===== config.mk =====
export PLATFORM = sky130hd
export DESIGN_NAME = jump_address_loader
export DESIGN_NICKNAME = d
export VERILOG_FILES = /design/src/rtl/jump_address_loader.sv
export SDC_FILE = /design/constraint.sdc
export NUM_CORES = 1
export LEC_CHECK = 0
export BUFFER_PORTS_ARGS = -buffer_cell sky130_fd_sc_hd__buf_2
export CORE_UTILIZATION = 45
export DETAILED_ROUTE_END_ITERATION = 16
export PLACE_DENSITY = 0.65
export SLEW_MARGIN = 20
export SYNTH_ARGS = -nofsm -noshare
export SYNTH_HDL_FRONTEND = slang
export SYNTH_SLANG_ARGS = --single-unit

===== constraint.sdc =====
create_clock -name inCLK -period 2.2 [get_ports inCLK]
set_input_delay 0.33 -clock inCLK [delete_from_list [all_inputs] [get_ports inCLK]]
set_output_delay 0.33 -clock inCLK [all_outputs]
set_load 0.02 [all_outputs]

===== src/rtl/jump_address_loader.sv =====
// Fetches a two-byte jump operand over the W bus and parallel-loads the PC.
// A not-taken jump simply steps the PC past the operand bytes.
module jump_address_loader #(
    parameter int unsigned pTIMEOUT = 15
) (
    input  logic        inCLK,
    input  logic        inRST,
    input  logic        inStart,
    input  logic        inCondition,
    input  logic        inByteValid,
    input  logic [7:0]  inWbus,
    output logic        outRequest,
    output logic        outINC,
    output logic [15:0] outData,
    output logic        outPRST,
    output logic        outBusy,
    output logic        outDone,
    output logic        outError
);

    localparam logic [7:0] LP_TIMEOUT = 8'(pTIMEOUT);

    typedef enum logic [2:0] {
        IDLE,
        REQ_LO,
        REQ_HI,
        LOAD,
        SKIP1,
        SKIP2
    } state_t;

    state_t      r_state;
    state_t      w_next;
    logic [7:0]  r_lo;
    logic [7:0]  r_cnt;
    logic [15:0] r_data;
    logic        r_request;
    logic        r_prst;
    logic        r_busy;
    logic        r_done;
    logic        r_error;

    logic w_in_req;
    logic w_timeout;
    logic w_next_req;

    assign w_in_req   = (r_state == REQ_LO) || (r_state == REQ_HI);
    assign w_timeout  = w_in_req && !inByteValid && (r_cnt == LP_TIMEOUT);
    assign w_next_req = (w_next == REQ_LO) || (w_next == REQ_HI);

    always_comb begin
        w_next = r_state;
        case (r_state)
            IDLE: begin
                if (inStart)
                    w_next = inCondition ? REQ_LO : SKIP1;
            end
            REQ_LO: begin
                if (inByteValid)
                    w_next = REQ_HI;
                else if (w_timeout)
                    w_next = IDLE;
            end
            REQ_HI: begin
                if (inByteValid)
                    w_next = LOAD;
                else if (w_timeout)
                    w_next = IDLE;
            end
            LOAD:    w_next = IDLE;
            SKIP1:   w_next = SKIP2;
            SKIP2:   w_next = IDLE;
            default: w_next = IDLE;
        endcase
    end

    // Status outputs are registered from the next state so they line up with it.
    always_ff @(posedge inCLK) begin
        if (inRST) begin
            r_state   <= IDLE;
            r_lo      <= 8'h00;
            r_cnt     <= 8'h00;
            r_data    <= 16'h0000;
            r_request <= 1'b0;
            r_prst    <= 1'b0;
            r_busy    <= 1'b0;
            r_done    <= 1'b0;
            r_error   <= 1'b0;
        end else begin
            r_state   <= w_next;
            r_request <= w_next_req;
            r_prst    <= (w_next == LOAD);
            r_busy    <= (w_next != IDLE);
            r_done    <= (w_next == LOAD) || (w_next == SKIP2);
            r_error   <= w_timeout;

            if (w_next_req && (w_next != r_state))
                r_cnt <= 8'h00;
            else if (w_in_req && !inByteValid && !w_timeout)
                r_cnt <= r_cnt + 8'h01;

            if ((r_state == REQ_LO) && inByteValid)
                r_lo <= inWbus;
            // High byte lands straight in the PC load register with the low byte.
            if ((r_state == REQ_HI) && inByteValid)
                r_data <= {inWbus, r_lo};
        end
    end

    assign outINC     = (w_in_req && inByteValid)
                     || (r_state == SKIP1)
                     || (r_state == SKIP2);
    assign outRequest = r_request;
    assign outData    = r_data;
    assign outPRST    = r_prst;
    assign outBusy    = r_busy;
    assign outDone    = r_done;
    assign outError   = r_error;

endmodule


==> flow_metrics.py, run 1 <==
metrics = {
    "pwr": {
        "p_leak_nw": 0.7317,
        "p_int_w": 0.001082,
        "power.clock.fraction_pct": 35.5,
        "combPwrFrac_pct": 11.8,
        "power.switching_w": 0.0003738,
        "swShare_pct": 25.69,
        "powerDensity_nw_per_um2": 760.3,
        "peakVddDrop_mv": 0.4755,
        "pwr-share-seq_pct": 52.7,
    },
    "synthesis": {
        "synth.area.top_cells": "dfxtp_1 49%, nand2_1 8.3%, a21oi_1 6.4%, mux2i_1 5.5%, nor3_1 3.7%",
        "synth_edf_count": 0,
        "synth_top_area_cell": "dfxtp_1",
        "muxShareOfSynthArea_pct": 5.513,
        "ys_ff_latch": 40,
        "async_reset_ff_share_pct": 0,
        "ys.flop_type": "dfxtp_1",
        "synth_fa_ha_area_share_pct": 0.7657,
        "synth_compound_area_share_pct": 11.87,
        "synth_top_family_by_area": "simple AND/OR/NAND/NOR gates",
        "synthesis.instances": 184,
        "yosys.area_share.simple_pct": 25.11,
        "synth_xor_area_share_pct": 4.288,
        "ys_seq_area_share_pct": 49.00,
        "syn-num-nets": 198,
        "syn-cell-area_um2": 1634,
        "yosysWarnings": 0,
        "avgSynthCellArea_um2": 8.881,
        "netlist-cell-type-count": 35,
        "yosysTopAreaCellShare_pct": 49.00,
    },
    "run_status": {
        "status": "complete, no violations",
    },
    "timing": {
        "tns_ns": 0,
        "setup_viol": 0,
        "max_freq_mhz": 484.7,
        "skew_ns": 0.005263,
        "maxSlewViolCount": 0,
        "max_slew_margin_pct": 53.26,
        "tightest_slew_ns": 0.7012,
        "hold_violations": 0,
        "post-route-period-util_pct": 93.78,
        "fin_crit_ns": 2.063,
        "rsz0062_at_grt": "no",
    },
    "final_layout": {
        "nFillCells": 349,
        "diodes": 0,
        "final_nets": 231,
        "final_cell_mix": "40 x dfxtp_1, 36 x nand2_1, 34 x buf_2",
        "multi_input_area_um2": 777.0,
        "syn2layout_area_growth_pct": 17.15,
        "fin_area_um2": 1914,
        "fin_cells": 264,
        "ff_latch_area_um2": 800.8,
        "layout_commonest_cell": "dfxtp_1",
        "drive_above_1_share_pct": 23.39,
    },
    "worst_setup_path": {
        "crit_chain": "ha_1 -> nand3_1 -> nand4b_1 -> a211oi_1 -> nor4_4 -> nor3_1",
        "r2r_cells": 6,
        "reg2reg_from": "r_cnt[0]",
        "endpoint_kind": "register",
        "r2r_setup_slack_ns": 0.14,
        "slowest_delay_ns": 0.48,
        "start_kind": "register",
        "critPathRequiredTime_ns": 2.48,
        "critPathMaxFanout": 8,
        "critical-path-slowest-cell": "a211oi_1",
        "worstReg2RegEnd": "r_cnt[3]",
        "crit_arrival_ns": 2.34,
        "worst-setup-path-type": "register to register",
    },
    "clocking": {
        "clk_latency_ns": 0.35,
        "cts_setup_buffers": 0,
        "cts_root_buffer": "clkbuf_4",
        "cts_resized": 0,
        "htree_levels": 2,
        "clk_pin_slew_ns": 0.12,
        "clk_path_buf_depth": 2,
        "cts.sinks": 40,
        "postCtsHoldBufs": 0,
        "cts_tree": "yes",
        "cts_buffers": 5,
    },
    "detailed_routing": {
        "wirelength_mm": 3.484,
        "route.detailed.drc": 0,
        "drt-pass1-iter-count": 4,
        "vias": 1392,
        "drt_first_iter_violations": 70,
        "ant_nets": 0,
        "avgViaCountPerCell": 5.273,
        "routedWlPerCell_um": 13.20,
    },
    "floorplan": {
        "rows": 21,
        "fp.dieArea_um2": 3876,
        "die_h_um": 62.26,
        "die_x_um": 62.26,
        "pin_count": 35,
        "initial_utilization_pct": 47.84,
        "fp.coreArea_um2": 3416,
    },
    "placement": {
        "globalplace.congestion": 0.7800,
        "dp_cells": 256,
        "placed_area_um2": 1824,
        "dpl.hpwl_mm": 2.354,
        "port_buffers": 34,
    },
    "worst_hold_path": {
        "hold_path_class": "primary input to register",
        "min-delay-start": "inWbus[5]",
        "min_path_cells": 3,
        "min_to": "outData[13]",
    },
    "grt": {
        "grt_max_degree": 41,
        "gr-usage-all-layers_pct": 19.49,
        "grt_pass1_vias": 1229,
        "grt-ovfl-total": 0,
        "grt_pass1_wl_mm": 5.851,
        "antenna_found_initial": 0,
    },
    "flow_run": {
        "drv_cap": 0,
    },
}
-- power by group through the flow --
stage / combinational [W] / clock [W] / sequential [W]
finish: 0.000172 / 0.000517 / 0.000767
global route: 0.000188 / 0.000558 / 0.000770
CTS: 0.000171 / 0.000534 / 0.000767
detailed placement: 0.000171 / 0 / 0.000783
global placement: 0.000164 / 0 / 0.000781
floorplan: 0.000123 / 0 / 0.000784
-- flip-flops by register name, indices dropped and copies added, names as in the netlist --
| register | cells |
|---|---|
| outData | 16 |
| outError | 1 |
| r_cnt | 8 |
| outBusy | 1 |
| outDone | 1 |
| r_state | 3 |
| outRequest | 1 |
| r_lo | 8 |
| outPRST | 1 |
-- area by class of cell --
type                       instances  area share (%)
multi-input combinational        133           40.59
tap                               46           3.007
sequential                        40           41.83
timing repair buffer              36           9.673
clock inverter                     2           2.026
clock buffer                       6           2.680
inverter                           1          0.1961
-- per-layer routing --
layer	wire [um]	GRT usage [%]	vias to the layer above
li1	-	-	697
met1	1557	23.41	652
met2	1700	32.01	35
met3	153	5.331	8
met4	72	9.593	0
met5	0	0	-
-- how the worst max path moves through the flow --
stage                     endpoint  slack (ns)  cells past startpoint         from
after floorplan           r_cnt[0]        0.46                      6  inByteValid
after global placement    r_cnt[6]        0.32                      6  inByteValid
after detailed placement  r_cnt[7]        0.18                      6     r_cnt[0]
after CTS                 r_cnt[3]        0.13                      6     r_cnt[0]
after global routing      r_cnt[1]      0.0003                      6     r_cnt[0]
final                     r_cnt[3]        0.14                      6     r_cnt[0]
-- cell families after synthesis --
group | Yosys count
buffers and inverters | 11
AOI/OAI and AO/OA | 32
DFF | 40
muxes | 9
xor gates and xnor gates | 8
and+or+nand+nor | 83
adders and majority gates | 1
-- critical path: cells and delay by family (launching register included) --
| kind | cells | cell delay (ns) |
|---|---|---|
| AND/OR/NAND/NOR | 4 | 0.92 |
| flip-flops | 1 | 0.39 |
| adder cells (fa/ha/maj) | 1 | 0.21 |
| AO/OA/AOI/OAI | 1 | 0.48 |
-- Yosys cell counts (all sizes together), types with 2 or more instances --
cell type,n
nor4,5
xnor2,6
nor2b,2
nand2,36
mux2i,9
xor2,2
a211oi,2
nand3b,3
nor2,17
dfxtp,40
a21oi,21
nand3,2
buf,5
nor3,12
o21ai,2
clkbuf,5
-- stage by stage --
step	hold WS [ns]	power [W]	worst slack (ns)	utilization, %
3_3_place_gp	0.4404	0.0009454	0.3172	53.41
3_5_place_dp	0.4481	0.0009533	0.1753	53.41
4_1_cts	0.1876	0.001473	0.1343	56.04
6_report	0.2141	0.001455	0.1368	56.04
5_1_grt	0.2016	0.001516	0.0002713	56.04
2_1_floorplan	0.4312	0.0009071	0.4600	-
No activity file was read; power rests on OpenSTA's default activity.
==> run 2: changes to the inputs <==
==> constraint.sdc (replaced) <==
create_clock -name inCLK -period 2.2 [get_ports inCLK]
set_input_delay 0 -clock inCLK [delete_from_list [all_inputs] [get_ports inCLK]]
set_output_delay 0 -clock inCLK [all_outputs]
set_load 0.02 [all_outputs]
==> run 2 against run 1 <==
Effect of this change:
- via count up 1.5%
- combinational power up 8%
- die area unchanged
- wire length up 5.2%
- hold slack worse by 0.095 ns
- largest cell class unchanged
- maximum frequency up 3.8%
- sequential power about the same
- non-clock buffer count up 8
- critical path depth down 1
- power down 11%
==> flow_metrics.py, run 2 (same netlist as run 1, synthesis figures left out) <==
metrics = {
    "run_status": {
        "status": "complete, no violations",
    },
    "detailed_routing": {
        "wirelength_mm": 3.665,
        "drt_first_iter_violations": 87,
        "route.detailed.drc": 0,
        "avgViaCountPerCell": 5.214,
        "drt-pass1-iter-count": 4,
        "routedWlPerCell_um": 13.52,
        "ant_nets": 0,
        "vias": 1413,
    },
    "worst_setup_path": {
        "worstSetupStartpoint": "r_state[0]",
        "critical-path-slowest-cell": "dfxtp_1",
        "slowest_delay_ns": 0.49,
        "worst-setup-path-type": "register to register",
        "crit_chain": "or3b_1 -> a21oi_1 -> a211oi_2 -> nor4_4 -> nor3_1",
        "r2r_setup_slack_ns": 0.21,
        "critPathRequiredTime_ns": 2.40,
        "critPathMaxFanout": 9,
        "cp_top_family": "simple AND/OR/NAND/NOR gates",
        "start_kind": "register",
        "endpoint_kind": "register",
        "reg2reg_from": "r_state[0]",
        "critPathBufInv": 0,
        "crit_arrival_ns": 2.19,
    },
    "final_layout": {
        "layout_commonest_cell": "dfxtp_1",
        "diodes": 0,
        "nFillCells": 323,
        "syn2layout_area_growth_pct": 19.91,
        "final_nets": 239,
        "fin_area_um2": 1959,
        "multi_input_area_um2": 782.0,
        "largest_reg_flops": 16,
        "drive_above_1_share_pct": 22.67,
        "final_cell_mix": "40 x dfxtp_1, 36 x nand2_1, 34 x buf_2",
        "ff_latch_area_um2": 800.8,
    },
    "floorplan": {
        "initial_utilization_pct": 47.84,
        "fp.coreArea_um2": 3416,
        "pin_count": 35,
        "die_x_um": 62.26,
        "fp.dieArea_um2": 3876,
        "die_h_um": 62.26,
        "rows": 21,
    },
    "placement": {
        "globalplace.congestion": 0.7947,
        "placed_area_um2": 1824,
        "dpl.hpwl_mm": 2.435,
        "dpl_worst_slack_ns": 0.1448,
        "port_buffers": 34,
    },
    "clocking": {
        "clk_path_buf_depth": 2,
        "cts_setup_buffers": 0,
        "cts_root_buffer": "clkbuf_4",
        "clk_latency_ns": 0.34,
        "cts_tree": "yes",
        "cts.sinks": 40,
        "htree_levels": 2,
        "clk_pin_slew_ns": 0.12,
        "cts_buffers": 5,
    },
    "grt": {
        "grt_max_degree": 41,
        "gr-usage-all-layers_pct": 19.80,
        "grt_pass1_wl_mm": 5.982,
        "antenna_found_initial": 0,
        "grt-ovfl-total": 0,
        "grt_pass1_vias": 1319,
    },
    "pwr": {
        "powerDensity_nw_per_um2": 663.3,
        "p_leak_nw": 0.7449,
        "peakVddDrop_mv": 0.3784,
    },
    "worst_hold_path": {
        "min-delay-start": "inByteValid",
        "hold_path_class": "primary input to register",
    },
    "timing": {
        "post-route-period-util_pct": 90.33,
        "setup_viol": 0,
        "max_freq_mhz": 503.2,
        "hold_violations": 0,
        "fin_crit_ns": 1.987,
        "skew_ns": 0.006801,
        "hold-worst-slack_ns": 0.1191,
        "tightest_slew_ns": 0.6879,
        "maxSlewViolCount": 0,
        "rsz0062_at_grt": "no",
        "tns_ns": 0,
        "max_slew_margin_pct": 54.14,
        "finalWorstSetupSlack_ns": 0.2128,
    },
    "flow_run": {
        "drv_cap": 0,
    },
}
run 2: timing repair:
action / in CTS / in global routing
endpoints found under the hold margin: 16 / 0
endpoints found under the setup margin: 0 / 3
hold buffers: 8 / 0
gates resized for setup: 0 / 1
run 2: worst paths after layout:
kind,cells past startpoint,end
hold reg to reg,2,outData[13]
setup reg to reg,5,r_cnt[7]
setup / recovery,5,r_cnt[7]
hold / removal,4,outError
run 2: area by class of cell:
cell class	instances	area share (%)
clock inverter	2	0.6386
tap	46	2.937
sequential	40	40.87
clock buffer	5	1.916
inverter	1	0.1916
multi-input combinational	133	39.91
timing repair buffer	44	13.54
run 2: per-layer routing:
layer	global-route usage [%]	wire length [um]	share of wire, %	up-vias
met2	33.24	1790	49	41
met5	0	0	0	-
met3	5.515	174	4.7	2
met1	24.19	1681	46	657
met4	6.977	19	0.52	0
li1	-	-	-	713
run 2: report_power, final:
group          total (W)  internal [W]  switching (W)
sequential      0.000766      0.000746      0.0000201
combinational   0.000185     0.0000736       0.000112
clock           0.000348      0.000117       0.000231
run 2: worst register-to-register path, delay by kind of cell, from the launching register on:
kind | cells | cell delay, ns
flip-flops | 1 | 0.49
AO/OA/AOI/OAI | 2 | 0.36
AND/OR/NAND/NOR | 3 | 1.00
run 2: per-stage QoR:
stage	power [W]	util [%]	cells
after floorplan	0.0009071	-	184
after global placement	0.0009469	53.41	256
after detailed placement	0.0009541	53.41	256
after CTS	0.001310	57.22	271
after global routing	0.001366	57.36	271
final	0.001300	57.36	271
==> run 3: changes to the inputs <==
- SETUP_SLACK_MARGIN: default -> 0.4
- SLEW_MARGIN: 20 -> default
==> run 3 against run 2 <==
Effect of this change:
- flip-flop and latch count unchanged
- clock power grew 2%
- wire length grew 7.1%
- hold slack worse by 0.0013 ns
- non-clock buffer count rose by 5
- critical path type unchanged
- utilization rose by 4.5 points
- via count increased by 4.1%
- sequential share of layout area shrank 2.4 points
- design area rose by 7.9%
- global-route usage is 1.4 points higher
- register-to-register slack better by 0.17 ns
- power is 3.7% higher
==> flow_metrics.py, run 3 (same netlist as run 1, synthesis figures left out) <==
metrics = {
    "placement": {
        "port_buffers": 34,
        "dpl.hpwl_mm": 2.435,
        "dp_cells": 256,
        "globalplace.congestion": 0.7947,
    },
    "timing": {
        "hold-worst-slack_ns": 0.1178,
        "fin_crit_ns": 1.816,
        "setup_viol": 0,
        "hold_violations": 0,
        "max_freq_mhz": 550.5,
        "tightest_slew_ns": 0.7135,
        "tns_ns": 0,
        "skew_ns": 0.008726,
        "max_slew_margin_pct": 52.43,
        "post-route-period-util_pct": 82.56,
        "rsz0062_at_grt": "yes",
        "maxSlewViolCount": 0,
    },
    "clocking": {
        "clk_pin_slew_ns": 0.11,
        "htree_levels": 2,
        "cts.sinks": 40,
        "clk_latency_ns": 0.35,
        "cts_buffers": 5,
        "cts_tree": "yes",
        "cts_root_buffer": "clkbuf_4",
        "clk_path_buf_depth": 2,
    },
    "pwr": {
        "fin_total_pwr_w": 0.001348,
        "powerDensity_nw_per_um2": 637.4,
        "peakVddDrop_mv": 0.3832,
        "p_leak_nw": 0.7867,
    },
    "final_layout": {
        "nFillCells": 313,
        "fin_cells": 276,
        "layout_commonest_cell": "nand2_1",
        "largest_reg_flops": 16,
        "final_cell_mix": "36 x nand2_1, 34 x buf_2, 32 x dfxtp_1",
        "final_nets": 244,
        "diodes": 0,
        "drive_above_1_share_pct": 32.61,
        "final_util_pct": 61.90,
        "syn2layout_area_growth_pct": 29.40,
    },
    "floorplan": {
        "fp.dieArea_um2": 3876,
        "rows": 21,
        "die_x_um": 62.26,
        "die_h_um": 62.26,
        "pin_count": 35,
        "initial_utilization_pct": 47.84,
        "fp.coreArea_um2": 3416,
    },
    "worst_setup_path": {
        "slowest_delay_ns": 0.59,
        "endpoint_kind": "register",
        "critPathRequiredTime_ns": 2.42,
        "crit_arrival_ns": 2.03,
        "critical-path-slowest-cell": "or4_4",
        "worst-setup-path-type": "register to register",
        "critPathBufInv": 1,
        "critPathMaxFanout": 7,
        "cp_top_family": "simple AND/OR/NAND/NOR gates",
        "crit_chain": "or4_4 -> o211ai_4 -> buf_6 -> mux2i_1 -> nor3_1",
        "start_kind": "register",
    },
    "grt": {
        "grt_max_degree": 41,
        "grt_pass1_vias": 1369,
        "grt_pass1_wl_mm": 6.382,
        "grt-ovfl-total": 0,
        "gr-usage-all-layers_pct": 21.23,
        "antenna_found_initial": 0,
    },
    "detailed_routing": {
        "route.detailed.drc": 0,
        "vias": 1471,
        "ant_nets": 0,
        "drt-pass1-iter-count": 4,
        "routedWlPerCell_um": 14.22,
        "avgViaCountPerCell": 5.330,
        "drt_first_iter_violations": 72,
        "wirelength_mm": 3.925,
    },
    "run_status": {
        "status": "complete, no violations",
    },
    "worst_hold_path": {
        "hold_path_class": "primary input to register",
    },
    "flow_run": {
        "drv_cap": 0,
    },
}
[run 3: power breakdown]
part	total, W	switching, W	leakage (nW)	internal [W]
logic	0.000222	0.000126	0.432	0.0000959
registers	0.000772	0.0000242	0.328	0.000747
clock network	0.000355	0.000238	0.0271	0.000117
total	0.00135	0.000388	0.787	0.000960
[run 3: cell type report]
cell class	count	area [um2]	area share, %
clock buffers	5	37.54	1.775
clock inverters	2	12.51	0.5917
inverters	1	3.754	0.1775
multi-input cells	133	879.6	41.60
flip-flops and latches	40	813.3	38.46
well taps	46	57.56	2.722
repair buffers	49	310.3	14.67
[run 3: path summary, 6_finish.rpt]
path	from	endpoint	slack, ns	cells after the start
setup reg to reg	r_cnt[7]	r_cnt[1]	0.38	5
hold / removal	inByteValid	outError	0.12	4
setup / recovery	r_cnt[7]	r_cnt[1]	0.38	5
hold reg to reg	outData[13]	outData[13]	0.46	2
[run 3: tightest hold or removal path: stages]
cell and delay (ns):
buf_2 0.22, nor2_4 0.08, nand2_1 0.09, nor4_1 0.05
[run 3: metal layers]
layer	GRT usage, %	wire length (um)	vias up	part of all wire (%)
met3	5.699	157	9	4.0
li1	-	-	721	-
met4	7.558	68	0	1.7
met5	0	0	-	0
met1	25.90	1755	707	45
met2	35.85	1944	34	50
[run 3: stage by stage]
stage	area [um2]	setup slack, ns
after floorplan	1634	0.4725
after global placement	1824	0.3522
after detailed placement	1824	0.1448
after CTS	2056	0.4107
after global routing	2115	0.3245
final	2115	0.3836
[run 3: repair_timing]
action / in CTS / in global routing
buffers inserted: 3 / 2
gates resized for setup: 17 / 12
endpoints found under the hold margin: 16 / 0
hold buffers: 8 / 0
pin swaps: 2 / 2
endpoints found under the setup margin: 9 / 11
gates cloned: 0 / 0
